==> config.mk <==
export PLATFORM = sky130hd
export DESIGN_NAME = instruction_sequencer
export DESIGN_NICKNAME = d
export VERILOG_FILES = /design/src/rtl/instruction_sequencer.sv
export SDC_FILE = /design/constraint.sdc
export NUM_CORES = 1
export LEC_CHECK = 0
export CAP_MARGIN = 40
export CORE_MARGIN = 2
export CORE_UTILIZATION = 30
export CTS_BUF_LIST = sky130_fd_sc_hd__clkbuf_4
export DETAILED_ROUTE_END_ITERATION = 8
export PLACE_DENSITY_LB_ADDON = 0.25
export SYNTH_ARGS = -nofsm -noshare
export SYNTH_HDL_FRONTEND = slang
export SYNTH_SLANG_ARGS = --single-unit
==> constraint.sdc <==
create_clock -name clk -period 1.3 [get_ports clk]
set_input_delay 0.13 -clock clk [delete_from_list [all_inputs] [get_ports clk]]
set_output_delay 0.13 -clock clk [all_outputs]
set_load 0.01 [all_outputs]
==> src/rtl/instruction_sequencer.sv <==
// instruction_sequencer: multi-cycle FETCH/DECODE/EXEC/MEMWAIT/WB controller for the opcode decoder.
// Optional single-step start input is enabled by defining SEQ_SINGLE_STEP_EN.
module instruction_sequencer #(
    parameter int PC_W    = 8,
    parameter int INSTR_W = 16
) (
    input  logic               clk,
    input  logic               rst_n,
    input  logic               run,
`ifdef SEQ_SINGLE_STEP_EN
    input  logic               step,
`endif
    output logic               imem_req,
    output logic [PC_W-1:0]    imem_addr,
    input  logic               imem_ack,
    input  logic [INSTR_W-1:0] imem_data,
    output logic [3:0]         OpCode,
    input  logic [13:0]        F,
    output logic [13:0]        ctrl,
    output logic               wb_en,
    input  logic               mem_busy,
    input  logic               branch_taken,
    input  logic [PC_W-1:0]    branch_target,
    output logic               halted,
    output logic [2:0]         state
);

    typedef enum logic [2:0] {
        S_IDLE    = 3'd0,
        S_FETCH   = 3'd1,
        S_DECODE  = 3'd2,
        S_EXEC    = 3'd3,
        S_MEMWAIT = 3'd4,
        S_WB      = 3'd5,
        S_HALT    = 3'd6
    } state_t;

    state_t             r_state;
    logic [PC_W-1:0]    r_pc;
    logic [INSTR_W-1:0] r_ir;
    logic [13:0]        r_cw;
    logic               r_imem_req;
    logic [13:0]        r_ctrl;
    logic               r_wb_en;
    logic               r_halted;

    logic w_start;
    logic w_continue;

`ifdef SEQ_SINGLE_STEP_EN
    logic r_step_d;
    logic w_step_rise;
    logic w_run_unused;

    assign w_step_rise  = step & ~r_step_d;
    assign w_start      = w_step_rise;
    assign w_continue   = 1'b0;
    assign w_run_unused = run;
`else
    assign w_start    = run;
    assign w_continue = run;
`endif

    // Operand bits of IR belong to the datapath side; only the opcode is consumed here.
    logic w_ir_unused;
    assign w_ir_unused = ^r_ir[INSTR_W-5:0];

    assign imem_req  = r_imem_req;
    assign imem_addr = r_pc;
    assign OpCode    = r_ir[INSTR_W-1 -: 4];
    assign ctrl      = r_ctrl;
    assign wb_en     = r_wb_en;
    assign halted    = r_halted;
    assign state     = r_state;

    // NOTE: outputs are updated together with the state transition (non-blocking), so each one is a flop that changes in lockstep with r_state.
    always_ff @(posedge clk or negedge rst_n) begin
        if (!rst_n) begin
            r_state    <= S_IDLE;
            r_pc       <= '0;
            r_ir       <= '0;
            r_cw       <= '0;
            r_imem_req <= 1'b0;
            r_ctrl     <= '0;
            r_wb_en    <= 1'b0;
            r_halted   <= 1'b0;
`ifdef SEQ_SINGLE_STEP_EN
            r_step_d   <= 1'b0;
`endif
        end else begin
`ifdef SEQ_SINGLE_STEP_EN
            r_step_d <= step;
`endif
            r_wb_en <= 1'b0;
            case (r_state)
                S_IDLE: begin
                    if (w_start) begin
                        r_state    <= S_FETCH;
                        r_imem_req <= 1'b1;
                    end
                end
                S_FETCH: begin
                    if (imem_ack) begin
                        r_ir       <= imem_data;
                        r_imem_req <= 1'b0;
                        r_state    <= S_DECODE;
                    end
                end
                S_DECODE: begin
                    r_cw    <= F;
                    r_ctrl  <= F;
                    r_state <= S_EXEC;
                end
                S_EXEC: begin
                    if (r_cw[13]) begin
                        r_ctrl   <= '0;
                        r_halted <= 1'b1;
                        r_state  <= S_HALT;
                    end else if (r_cw[12]) begin
                        r_state <= S_MEMWAIT;
                    end else begin
                        r_ctrl  <= '0;
                        r_wb_en <= 1'b1;
                        r_state <= S_WB;
                    end
                end
                S_MEMWAIT: begin
                    if (!mem_busy) begin
                        r_ctrl  <= '0;
                        r_wb_en <= 1'b1;
                        r_state <= S_WB;
                    end
                end
                S_WB: begin
                    if (r_cw[11] && branch_taken) begin
                        r_pc <= branch_target;
                    end else begin
                        r_pc <= r_pc + PC_W'(1);
                    end
                    if (w_continue) begin
                        r_imem_req <= 1'b1;
                        r_state    <= S_FETCH;
                    end else begin
                        r_state <= S_IDLE;
                    end
                end
                S_HALT: begin
                    r_state <= S_HALT;
                end
                default: begin
                    r_ctrl     <= '0;
                    r_imem_req <= 1'b0;
                    r_state    <= S_IDLE;
                end
            endcase
        end
    end

endmodule

==> results of run 1 <==
[kinds of logic after synthesis]
kind of cell / count (synthesis)
AOI/OAI and AO/OA: 45
and+or+nand+nor: 35
DFF: 35
buffers and inverters: 14
muxes: 13
adders and majority gates: 1
[critical path, cell delays in order, from the launching register on]
cell and delay [ns]:
dfrtp_2 0.45, buf_4 0.15, buf_4 0.15, nor2b_4 0.13
a2111oi_4 0.05, buf_4 0.16, a2111oi_4 0.29
[synthesized netlist by cell type, drive strengths merged (3+ instances only)]
cell type	instances	share of area (%)
buf	7	3.3
a21oi	7	2.0
o21ai	6	1.8
inv	4	0.88
nand3	4	1.2
mux2	7	4.6
nand2	7	1.5
mux2i	6	3.5
dfrtp	35	51
nand3b	3	1.5
and3	5	2.1
clkbuf	3	0.66
a22o	14	7.9
a22oi	3	1.3
[registers in the layout (all words and copies together), names as in the netlist]
register,count
ctrl,14
halted,1
imem_addr,8
imem_req,1
r_cw,3
r_ir,4
state,3
wb_en,1
[report_power, final]
group	total [mW]	switching (mW)	leakage [nW]	internal [mW]
clock network	0.800	0.395	0.0452	0.405
registers	1.83	0.298	0.425	1.53
logic	4.47	1.87	0.989	2.60
[layout make-up]
type,count,area [sq um],share of cell area [%]
clock buffers,5,37.5,1.19
clock inverters,3,43.8,1.39
inverters,4,17.5,0.554
multi-input cells,94,943,29.9
flip-flops and latches,35,881,27.9
well taps,72,90.1,2.85
repair buffers,124,1150,36.3
[what timing repair did]
action,4_1_cts,5_1_grt
buffers inserted,21,4
endpoints found under the hold margin,14,0
pin swaps,13,9
resized for setup,71,27
setup endpoints to repair,63,37
hold buffers,1,0
[placed cells by master, fill, tap and decap left out, types with 2 or more instances in the layout]
cell type,instances
o2bb2ai_1,2
a22oi_1,2
a31o_4,2
mux2i_1,6
clkdlybuf4s50_1,30
buf_6,17
a22o_2,10
a2111oi_4,2
dfrtp_1,31
dlygate4sd2_1,27
a22o_1,4
mux2_4,7
inv_1,3
dfrtp_2,4
clkbuf_2,2
buf_12,3
and3_4,2
or4b_1,2
a21oi_1,7
nand3_1,4
nand3b_1,2
clkbuf_4,5
buf_4,41
o21ai_0,2
o21ai_2,3
o211ai_1,2
nand2_1,7
and3_1,3
[path summary, 6_finish.rpt]
path	start	endpoint	slack (ns)	cells past startpoint
max	state[0]	state[1]	-0.18	6
min	rst_n	imem_addr[1]	0.22	2
max reg2reg	state[0]	state[1]	-0.18	6
min reg2reg	halted	halted	0.51	1
max in group asynchronous	rst_n	state[0]	0.57	3
min in group clk	branch_target[1]	imem_addr[1]	0.36	3
[stage by stage]
step                util [%]  setup TNS (ns)  hold WS (ns)  instance area, sq um  total power, mW
finish                  57.4           -3.93         0.225                  3160             7.10
global route            57.4           -5.59         0.235                  3160             7.56
CTS                     55.3           -3.66         0.218                  3050             6.74
detailed placement      49.0           -7.30        0.0706                  2700             5.36
global placement        49.0           -7.24        0.0670                  2700             5.32
floorplan                  -           -2.37        -0.166                  1770             3.68
[metal layers]
| layer | part of all wire, % | GRT usage [%] |
|---|---|---|
| met5 | 0 | 0 |
| met4 | 1.2 | 4.14 |
| met3 | 6.0 | 4.41 |
| met2 | 51 | 26.5 |
| met1 | 42 | 21.2 |
==> run_results.csv, run 1 <==
group,metric,value,unit
outcome,status,"finished with violations",
outcome,violations,"negative setup slack",
timing,fin_ws,-0.176,ns
timing,rsz0062_at_grt,"yes",
synthesis,synth_cells,143,
die,die-area,0.00633,sq mm
cells_and_area,num-fill-cells,499,
route,drc,0,
timing,fin_worst_skew,0.00475,ns
route,vias,1677,
die,initial_utilization,31.1,%
cells_and_area,layout-drive-gt1-share,45.3,%
timing,finalCritPeriodShare,114,%
global_routing,antenna_found_initial,0,
worst_setup_path,cp.arrival,1.72,ns
timing,worst_pin_slew,0.389,ns
min_path,hp-class,"input pin to async pin",
cells_and_area,antennaDiodeCount,0,
placement,place_ws,-0.343,ns
placement,io_buffer_count,63,
pwr,power.leakage,1.46,nW
worst_setup_path,worstPathRequired,1.54,ns
die,core,0.00551,sq mm
die,num_rows,27,
die,dieWidth,79.6,microns
route,wl,5170,microns
global_routing,grt_max_degree,17,
route,drt_first_pass_iters,4,
synthesis,synthXorXnorAreaFrac,0,%
flow_run,cap_violations,0,
synthesis,synth_cell_types,46,
pwr,ir_drop,1.35,mV
placement,dp.cells,305,
cts,root_buffer,"clkbuf_4",
synthesis,syn_area,0.00171,sq mm
synthesis,synth_mux_area_share,8.10,%
timing,setup_viol,31,
synthesis,synthAdderAreaFrac,0.730,%
cells_and_area,nets,309,
global_routing,grt_pass1_wl,7980,microns
route,vias_per_cell,4.98,
global_routing,grt_pass1_vias,1683,
route,wire_per_inst,15.3,microns
timing,hold_viol,0,
synthesis,synth_flop_cell,"dfrtp_1",
synthesis,synth_top_family_by_area,"compound AO/OA/AOI/OAI gates",
route,drt_iter0_markers,24,
die,num_io_pins,76,
global_routing,overflow,0,
cts,clk_latency,0.34,ns
cts,htree_levels,2,
synthesis,synthArstFlopShare,100,%
cells_and_area,area_growth_syn_to_layout,84.3,%
synthesis,ys_ff_latch,35,
timing,maxSlewViolCount,0,
synthesis,synth-edff-count,0,
cts,cts_tree,"done",
pwr,power.density,2250,mW/mm^2
synthesis,post_synth.cell_area_avg,12.0,sq um
synthesis,synthesis.nets,188,
global_routing,grt_usage,16.2,%
synthesis,yosysSeqAreaShare,51.1,%
worst_setup_path,worst_setup_path_end_kind,"register",
die,dieHeight,79.6,microns
route,antenna_left,0,
cts,clkTransAtPathRegs,0.12,ns
worst_setup_path,startpoint_type,"register",
timing,max_freq,0.678,GHz
placement,dp_hpwl,3480,microns
timing,slew_headroom,74.1,%
worst_setup_path,crit_fanout,3,
synthesis,yosysWarnings,0,
worst_setup_path,critPathKind,"register to register",
synthesis,synthSimpleGateAreaFrac,14.5,%
cells_and_area,stdcell_count,337,
cts,cts_sinks,35,
cts,cts_buffers,5,
cts,cts_buffer_depth,2,
synthesis,synth_compound_area_share,20.7,%
timing,final.min_clock_period,1.48,ns
placement,place_congestion,0.852,
Power figures use the tool's default switching activity.
==> inputs of run 2 (changes only) <==
--- a/config.mk
+++ b/config.mk
@@ -10,6 +10,7 @@
 export CORE_UTILIZATION = 30
 export CTS_BUF_LIST = sky130_fd_sc_hd__clkbuf_4
 export DETAILED_ROUTE_END_ITERATION = 8
+export HOLD_SLACK_MARGIN = 0.06
 export PLACE_DENSITY_LB_ADDON = 0.25
 export SYNTH_ARGS = -nofsm -noshare
 export SYNTH_HDL_FRONTEND = slang
==> results of run 2 <==
Final layout, timing and power as in run 1 (identical DEF).
==> edit, RTL diff (settings of run 1) <==
Set the parameter `INSTR_W` to 24 (it was 16).
--- a/src/rtl/instruction_sequencer.sv
+++ b/src/rtl/instruction_sequencer.sv
@@ -4,3 +4,3 @@
     parameter int PC_W    = 8,
-    parameter int INSTR_W = 16
+    parameter int INSTR_W = 24
 ) (
Ports: changed (resized imem_data); port bits go from 76 to 84. No check against the original RTL was run, so the function may have changed too.
==> edit against run 1 <==
Count of clock-buffer cells in the layout did not move; sequential power fell by 3%; setup slack improved by 7.1 ps; non-clock buffer count rose by 1; fmax rose by 0.48%; sequential cell count did not move; synthesized cell count did not move; the flow still finishes with violations (negative setup slack); largest power group unchanged; routed wire length fell by 4.3%; hold slack improved by 11 ps; final area fell by 2.0%; power fell by 4.2%; synthesized area rose by 1.0%; critical endpoint is now ctrl[8]$_DFFE_PN0P_; clock skew rose by 8.5 ps.
==> edit: results (changes against run 1) <==
- Run status: finished with violations (unchanged)
- Failing checks: negative setup slack (unchanged)
- Dpl cell area: 2730 µm² (was 2700 µm²)
- Global-route wire length before repair: 8.25 mm (was 7.98 mm)
- Fin cells: 338 (was 337)
- Met3 WL: 335 µm (was 311 µm)
- Worst-Skew Late Latency: 360 ps (was 340 ps)
- Post-Synth Adder-Cell Area: 0.723% (was 0.730%)
- Setup slack after layout: -169 ps (was -176 ps)
- Post-CTS sizing: 84 (was 71)
- Synth top area cells: dfrtp_1, a22o_1, mux2_1 (was dfrtp_1, a22o_2, mux2_2)
- Fin nets: 318 (was 309)
- Peak supply drop: 0.000958 V (was 0.00135 V)
- Hold slack: 235 ps (was 225 ps)
- Library cells used by synthesis: 47 (was 46)
- Gpl congestion: 0.815 (was 0.852)
- Seq/Total Area, Yosys: 50.6% (was 51.1%)
- Syn_area_per_cell: 12.1 µm² (was 12.0 µm²)
- Syn_nets: 196 (was 188)
- Total track usage: 16.8% (was 16.2%)
- Switch share: 37.2% (was 36.1%)
- R2R Path Start: state[1]$_DFFE_PN0P_ (was state[0]$_DFFE_PN0P_)
- Placed insts: 306 (was 305)
- Final instance area: 3100 µm² (was 3160 µm²)
- Met2 WL: 2.37 mm (was 2.62 mm)
- Vias in the first global route: 1746 (was 1683)
- Worst Tran Pin Value: 449 ps (was 389 ps)
- Setup TNS: -3560 ps (was -3930 ps)
- Place WS: -363 ps (was -343 ps)
- M1 WL: 2.19 mm (was 2.18 mm)
- Final setup viols: 30 (was 31)
[edit: how the worst max path moves through the flow]
stage / start / end / slack [ps] / cells past startpoint
3_5_place_dp: mem_busy / ctrl[1]$_DFFE_PN0P_ / -360 / 4
3_3_place_gp: mem_busy / ctrl[6]$_DFFE_PN0P_ / -360 / 4
4_1_cts: state[2]$_DFFE_PN0P_ / r_ir[23]$_DFFE_PN0P_ / -180 / 4
6_report: state[1]$_DFFE_PN0P_ / ctrl[8]$_DFFE_PN0P_ / -170 / 6
5_1_grt: state[1]$_DFFE_PN0P_ / ctrl[12]$_DFFE_PN0P_ / -220 / 6
2_1_floorplan: state[0]$_DFFE_PN0P_ / ctrl[10]$_DFFE_PN0P_ / -130 / 5
[edit: area by class of cell]
type / count / area (µm²)
Clock buffer: 5 / 37.5
Inverter: 4 / 15.0
Timing Repair Buffer: 125 / 1140
Sequential cell: 35 / 880
Fill cell: 527 / 2440
Multi-Input combinational cell: 94 / 912
Tap cell: 72 / 90.1
Clock inverter: 3 / 23.8
[edit: power by group through the flow]
stage | Sequential [mW] | Clock (mW) | Combinational [mW]
floorplan | 2.03 | 0 | 1.65
global placement | 1.88 | 0 | 3.51
detailed placement | 1.87 | 0 | 3.55
CTS | 1.78 | 0.681 | 4.30
global route | 1.84 | 0.748 | 4.68
finish | 1.78 | 0.651 | 4.37
[edit: routing by layer]
layer | vias to the layer above | track usage (%)
met5 | - | 0
met4 | 0 | 5.42
met3 | 5 | 6.11
met2 | 52 | 26.2
met1 | 816 | 21.5
li1 | 794 | -
[edit: critical path, stage by stage, from the launching register on]
cell and delay (ps):
dfrtp_2 440, buf_6 120, buf_6 110, nor4b_4 280
a311oi_4 70, buf_12 160, a22o_1 180
